### src/rtl/counter_down_time.sv
// Two-digit BCD countdown timer with load, enable, prescaler and a held timeout flag.
// Armed with a deadline, it counts down to 00 and then raises end_time until it is acknowledged.
module counter_down_time #(
   parameter int P_PRESCALE = 1
) (
   input  logic       clkt,
   input  logic       R,
   input  logic       load,
   input  logic [7:0] load_val,
   input  logic       E,
   input  logic       ack,
   output logic [7:0] tempo,
   output logic       busy,
   output logic       end_time
);

   // state   | meaning
   // IDLE    | not armed, tempo held, E and ack ignored
   // RUN     | armed, counting down on enabled cycles
   // EXPIRED | reached 00, end_time held until ack or load

   localparam int PW = (P_PRESCALE > 1) ? $clog2(P_PRESCALE) : 1;
   localparam logic [PW-1:0] PC_LAST = PW'(P_PRESCALE - 1);

   typedef enum logic [1:0] {
      S_IDLE    = 2'd0,
      S_RUN     = 2'd1,
      S_EXPIRED = 2'd2
   } state_t;

   state_t        state;
   logic [PW-1:0] pc;
   logic [3:0]    ld_tens;
   logic [3:0]    ld_units;
   logic [7:0]    ld_val;
   logic [7:0]    dec_val;

   // Out-of-range digits are clamped to 9 so tempo is always valid BCD.
   always_comb begin
      ld_tens  = (load_val[7:4] > 4'd9) ? 4'd9 : load_val[7:4];
      ld_units = (load_val[3:0] > 4'd9) ? 4'd9 : load_val[3:0];
      ld_val   = {ld_tens, ld_units};
      if (tempo[3:0] != 4'd0)
         dec_val = {tempo[7:4], tempo[3:0] - 4'd1};
      else
         dec_val = {tempo[7:4] - 4'd1, 4'd9};
   end

   always_ff @(posedge clkt) begin
      if (!R) begin
         state    <= S_IDLE;
         tempo    <= 8'h00;
         pc       <= '0;
         busy     <= 1'b0;
         end_time <= 1'b0;
      end else if (load) begin
         tempo <= ld_val;
         pc    <= '0;
         if (ld_val != 8'h00) begin
            state    <= S_RUN;
            busy     <= 1'b1;
            end_time <= 1'b0;
         end else begin
            state    <= S_EXPIRED;
            busy     <= 1'b0;
            end_time <= 1'b1;
         end
      end else begin
         case (state)
            S_IDLE: begin
               state <= S_IDLE;
            end
            S_RUN: begin
               if (E) begin
                  if (pc == PC_LAST) begin
                     pc    <= '0;
                     tempo <= dec_val;
                     // Leaving RUN on 01 -> 00 means a step from 00 can never happen.
                     if (tempo == 8'h01) begin
                        state    <= S_EXPIRED;
                        busy     <= 1'b0;
                        end_time <= 1'b1;
                     end
                  end else begin
                     pc <= pc + 1'b1;
                  end
               end
            end
            S_EXPIRED: begin
               if (ack) begin
                  state    <= S_IDLE;
                  end_time <= 1'b0;
               end
            end
            default: begin
               state    <= S_IDLE;
               busy     <= 1'b0;
               end_time <= 1'b0;
            end
         endcase
      end
   end

endmodule

### config.mk
export PLATFORM = sky130hd
export DESIGN_NAME = counter_down_time
export DESIGN_NICKNAME = d
export VERILOG_FILES = /design/src/rtl/counter_down_time.sv
export SDC_FILE = /design/constraint.sdc
export NUM_CORES = 1
export LEC_CHECK = 0
export CAP_MARGIN = 20
export CELL_PAD_IN_SITES_DETAIL_PLACEMENT = 0
export CELL_PAD_IN_SITES_GLOBAL_PLACEMENT = 1
export CORE_MARGIN = 2
export CORE_UTILIZATION = 24
export DETAILED_ROUTE_END_ITERATION = 10
export PLACE_DENSITY = 0.68
export SLEW_MARGIN = 40
export SYNTH_ARGS = -nofsm -noshare
export SYNTH_HDL_FRONTEND = slang
export SYNTH_SLANG_ARGS = --single-unit
### constraint.sdc
create_clock -name clkt -period 2.25 [get_ports clkt]
set_input_delay 0.45 -clock clkt [delete_from_list [all_inputs] [get_ports clkt]]
set_output_delay 0.45 -clock clkt [all_outputs]
set_load 0.01 [all_outputs]
== Yosys cells after proc, flatten, opt, wreduce, memory -nomap -nowiden ==
Cells that the tools add are included.
Widths: inputs -> output; s select.

* Add/subtract/negate cells: 3
* Multipliers: 0
* Divide/modulo/power cells: 0
* $lt $le $gt $ge: 2
* Equal/unequal tests: 11
* Shifts and indexed selects: 0
* Mux-type cells: 28
* Bitwise logic cells: 1
* Reduce and logical (&&, ||, !) cells: 13

{| class="wikitable"
|+ Operator list
! kind !! count
|-
| $mux 8 || 5
|-
| $mux 1 || 12
|-
| $mux 2 || 6
|-
| $ne 3x3->1 const B || 4
|-
| $reduce_and 4->1 || 3
|-
| $eq 8x1->1 const B || 1
|-
| $gt 4x4->1 const B || 2
|-
| $mux 4 || 2
|-
| $reduce_bool 8->1 || 1
|-
| $sub 4x1->4 const B || 2
|-
| $ne 2x2->1 const B || 3
|-
| $reduce_and 5->1 || 1
|-
| $pmux 2 s2 || 1
|-
| $reduce_bool 2->1 || 2
|-
| $reduce_bool 4->1 || 1
|-
| $reduce_or 2->1 || 2
|-
| $pmux 1 s3 || 1
|-
| $reduce_and 3->1 || 1
|-
| $eq 2x1->1 const B || 1
|-
| $eq 2x2->1 const B || 1
|-
| $logic_not 2->1 || 1
|-
| $ne 2x1->1 const B || 1
|-
| $pmux 1 s2 || 1
|-
| $reduce_and 2->1 || 1
|-
| 2 further kinds || 2
|}

* Bits in registers: 13
* Bits in latches: 0
* Bits in writable memories: 0
* ROM bits: 0
* Input bits: 13
* Output and inout port bits: 10
* Word-level logic and storage cells: 64
* Memories kept: 0

== Logic depth before layout (Yosys ltp) ==
* Word-level depth: 6
* Depth in mapped cells: 6
* Mapped depth without buffers: 6

== Worst setup path after synthesis ==
OpenSTA, ideal clock, no wires.

* Kind: register to register
* Start point: register tempo[4]
* End point: register state[1]
* Setup time: 0.060 ns
* Arrival time: 1.694 ns
* Required time: 2.190 ns
* Setup slack: 0.496 ns
* Stages on the path, launching flop included: 7
* Buffers on the path: 0
* Clock period less this slack: 1.754 ns
* Path through: dfxtp_1 > inv_1 > ha_1 > or2b_2 > or4_4 > a31oi_4 > o311a_1

* Longest elaborated chain between the ends: 3

{| class="wikitable"
|+ Ends and longest elaborated chain
! item !! line !! RTL
|-
| from (decl) || 12 || <nowiki>output logic [7:0] tempo,</nowiki>
|-
| from (signal assigned) || 57 || <nowiki>tempo <= ld_val;</nowiki>
|-
| from (signal assigned) || 77 || <nowiki>tempo <= dec_val;</nowiki>
|-
| $eq 8x1->1 || 79 || <nowiki>if (tempo == 8'h01) begin</nowiki>
|-
| $ne 3x3->1 (no line) || n/a ||
|-
| $reduce_and 4->1 (no line) || n/a ||
|-
| to (signal assigned) || 80 || <nowiki>state <= S_EXPIRED;</nowiki>
|-
| to (signal assigned) || 91 || <nowiki>state <= S_IDLE;</nowiki>
|-
| to (signal assigned) || 96 || <nowiki>state <= S_IDLE;</nowiki>
|-
| to (decl) || 31 || <nowiki>state_t state;</nowiki>
|}

No other way between the ends.
A chain may end at the register's enable or synchronous reset.

== Worst setup path after layout ==
Same ends and word-level chain as after synthesis.

==> results.py <==
metrics = {
    "worst_setup_path": {
        "endpoint": "state[1]$_SDFFE_PN0P_",
        "crit_fanout": 4,
        "ff2ff_setup_slack_ns": 0.43,
        "r2r-start": "tempo[4]$_SDFFE_PN0P_",
        "setup.worst_path.start_class": "flop",
        "rr_endpoint": "state[1]$_SDFFE_PN0P_",
        "startpoint": "tempo[4]$_SDFFE_PN0P_",
        "endpoint_kind": "flop",
        "cp.required_ns": 2.47,
        "arrival_ns": 2.05,
        "path_class": "flop to flop",
        "r2r_cells": 6,
    },
    "synthesis": {
        "synth_xor_area_share_pct": 3.63,
        "synthMuxAreaShare_pct": 1.56,
        "syn_inst": 86,
        "yosysSeqAreaShare_pct": 33.2,
        "synth_top_family_by_area": "simple AND/OR/NAND/NOR gates",
        "ys_ff_latch": 12,
        "synth_compound_area_share_pct": 24.9,
        "ys.warnings.count": 0,
        "syn-num-nets": 100,
        "syn_area_um2": 723,
        "synth.largest_area_cell": "dfxtp_1",
        "synth_top_area_share_pct": 33.2,
        "ys_top_cells_by_area": "dfxtp_1 (33%), o21ai_0 (4.8%), nand2_1 (4.7%)",
        "avgSynthCellArea_um2": 8.41,
        "ys_types": 33,
        "synth-simple-area-share_pct": 29.8,
        "synthAdderAreaFrac_pct": 1.73,
    },
    "power_and_ir_drop": {
        "seqPwrFrac_pct": 47.1,
        "p_sw_mw": 0.153,
        "power.leakage_nw": 0.352,
        "clkPwrFrac_pct": 25.9,
        "peakVddDrop_mv": 0.209,
        "internal-power_mw": 0.368,
        "p_per_area_nw_per_um2": 512,
        "swShare_pct": 29.3,
        "p_comb_share_pct": 27.0,
    },
    "clock_tree": {
        "post_cts_buffers": 0,
        "root_buffer": "clkbuf_4",
        "cts_buffers": 3,
        "cts-hold-fix-buffers": 0,
        "clock_sinks": 12,
        "cts_tree": "done",
        "post_cts_resized": 0,
        "h-tree-depth": 1,
        "clkLatencyLatePin_ns": 0.28,
        "clk_pin_slew_ns": 0.08,
        "clk_path_buf_depth": 2,
    },
    "placed_design": {
        "gp_congestion": 0.799,
        "hpwl_mm": 1.48,
        "io_buffers": 22,
    },
    "detailed_routing": {
        "drt_iter0_drc": 18,
        "wl_mm": 1.88,
        "routedWlPerCell_um": 13.3,
        "ant_nets": 0,
        "viasPerCell": 5.04,
        "drc": 0,
        "vias": 716,
        "drt_first_pass_iters": 4,
    },
    "job": {
        "max_cap_violations": 0,
    },
    "sta": {
        "worstMarginPinSlew_ns": 0.435,
        "period_share_pct": 80.9,
        "setup-violations-final": 0,
        "fmax_mhz": 549,
        "hold_violations": 0,
        "fin_worst_skew_ns": 0.00671,
        "rsz0062_at_grt": "false",
        "finalCriticalPeriod_ns": 1.82,
        "tns_ns": 0,
        "maxSlewViolCount": 0,
        "max_slew_margin_pct": 71.0,
        "whs_ns": 0.553,
    },
    "die": {
        "ios": 23,
        "dieHeight_um": 58.9,
        "dieArea_um2": 3470,
        "row_count": 19,
        "start_util_pct": 25.8,
        "coreArea_um2": 2810,
        "die_x_um": 58.9,
    },
    "final_layout": {
        "diodes": 0,
        "drive_gt1_share_pct": 14.4,
        "num-fill-cells": 313,
        "syn_to_final_growth_pct": 40.5,
        "multi_input_area_um2": 445,
        "nets": 127,
        "seqCellArea_um2": 240,
    },
    "grt": {
        "antenna_found_initial": 0,
        "grt_max_degree": 12,
        "grt_use_total_pct": 12.1,
        "grt_pass1_wl_mm": 3.17,
        "first_global_vias": 722,
        "globalRoute.totalOverflow": 0,
    },
    "worst_hold_path": {
        "hold_path_class": "flop to flop",
        "hp-start": "busy$_SDFFE_PN0P_",
    },
    "run_status": {
        "outcome": "completed",
    },
}
==> cell usage after synthesis <==
| master | instances |
|---|---|
| nand2b_1 | 1 |
| mux2_2 | 1 |
| o311a_1 | 1 |
| nor3_1 | 2 |
| or2_2 | 1 |
| a21oi_1 | 6 |
| o21a_1 | 2 |
| nor2_1 | 7 |
| dfxtp_1 | 12 |
| o22ai_1 | 1 |
| nand4bb_4 | 1 |
| or3_1 | 1 |
| nand2_1 | 9 |
| clkbuf_1 | 3 |
| o31ai_1 | 2 |
| a31oi_4 | 1 |
| nor4b_2 | 1 |
| a311oi_1 | 1 |
| a221oi_1 | 1 |
| nor2b_1 | 1 |
| ha_1 | 1 |
| or2b_2 | 1 |
| xnor2_1 | 3 |
| a31oi_1 | 2 |
| or3_4 | 1 |
| nor4_1 | 4 |
| inv_1 | 7 |
| o21ai_0 | 7 |
| a211o_1 | 1 |
| or4_4 | 1 |
| o32ai_1 | 1 |
| nor4_2 | 1 |
| and2b_2 | 1 |
==> registers in the layout, indices dropped and copies added, names as in the netlist <==
name / cells
end_time: 1
busy: 1
state: 2
tempo: 8
==> per-layer routing <==
layer | up-vias | GRT usage, % | share of wire (%)
met5 | - | 0 | 0
met4 | 0 | 5.84 | 1.6
met3 | 3 | 2.42 | 5.2
met2 | 22 | 19.4 | 45
met1 | 325 | 15.6 | 48
li1 | 366 | - | -
==> final cells by class <==
| class | instances | area share [%] |
|---|---|---|
| Inverter | 7 | 2.59 |
| Multi-Input combinational cell | 64 | 43.8 |
| Timing Repair Buffer | 25 | 23.9 |
| Sequential cell | 12 | 23.6 |
| Tap cell | 31 | 3.82 |
| Clock buffer | 3 | 2.22 |
==> worst min path at each step <==
stage,to,slack [ns],cells past startpoint
2_1_floorplan,end_time$_SDFFE_PN0P_,0.52,2
3_3_place_gp,end_time$_SDFFE_PN0P_,0.53,2
3_5_place_dp,end_time$_SDFFE_PN0P_,0.55,2
4_1_cts,end_time$_SDFFE_PN0P_,0.56,2
5_1_grt,busy$_SDFFE_PN0P_,0.60,2
6_report,busy$_SDFFE_PN0P_,0.55,2
==> worst max-delay path, stage by stage, from the launching register on <==
cell and delay [ns]:
dfxtp_1 0.35, inv_1 0.07, ha_1 0.16, or2b_2 0.33, or4_4 0.50, a31oi_4 0.20
o311a_1 0.18
==> cell usage in the layout (no fill, tap or decap), types with 2 or more instances in the layout <==
cell and count:
a21oi_1 6, a31oi_1 2, buf_4 3, clkbuf_4 3
clkdlybuf4s50_1 22, dfxtp_1 12, inv_1 7, nand2_1 9
nor2_1 7, nor3_1 2, nor4_1 4, o21a_1 2
o21ai_0 7, o31ai_1 2, xnor2_1 3
==> kinds of logic (layout without fill, tap and decap cells) <==
| group | Yosys count | after routing |
|---|---|---|
| AOI/OAI and AO/OA | 26 | 26 |
| xor gates and xnor gates | 3 | 3 |
| adders and majority gates | 1 | 1 |
| buffers and inverters | 10 | 35 |
| DFF | 12 | 12 |
| muxes | 1 | 1 |
| and+or+nand+nor | 33 | 33 |
==> power groups by stage <==
| stage | combinational, mW | sequential, mW | clock [mW] |
|---|---|---|---|
| after CTS | 0.142 | 0.246 | 0.141 |
| after global routing | 0.153 | 0.249 | 0.149 |
| after floorplan | 0.0682 | 0.252 | 0 |
| final | 0.140 | 0.245 | 0.135 |
| after detailed placement | 0.141 | 0.251 | 0 |
| after global placement | 0.140 | 0.250 | 0 |
==> stage by stage <==
stage,setup WS (ns),instance area [um2],std cells,power [mW],util [%]
2_1_floorplan,0.496,723,86,0.321,-
3_3_place_gp,0.193,993,139,0.390,35.4
3_5_place_dp,0.166,993,139,0.392,35.4
4_1_cts,0.408,1020,142,0.529,36.2
5_1_grt,0.341,1020,142,0.552,36.2
6_report,0.429,1020,142,0.521,36.2
Power figures use the tool's default switching activity.
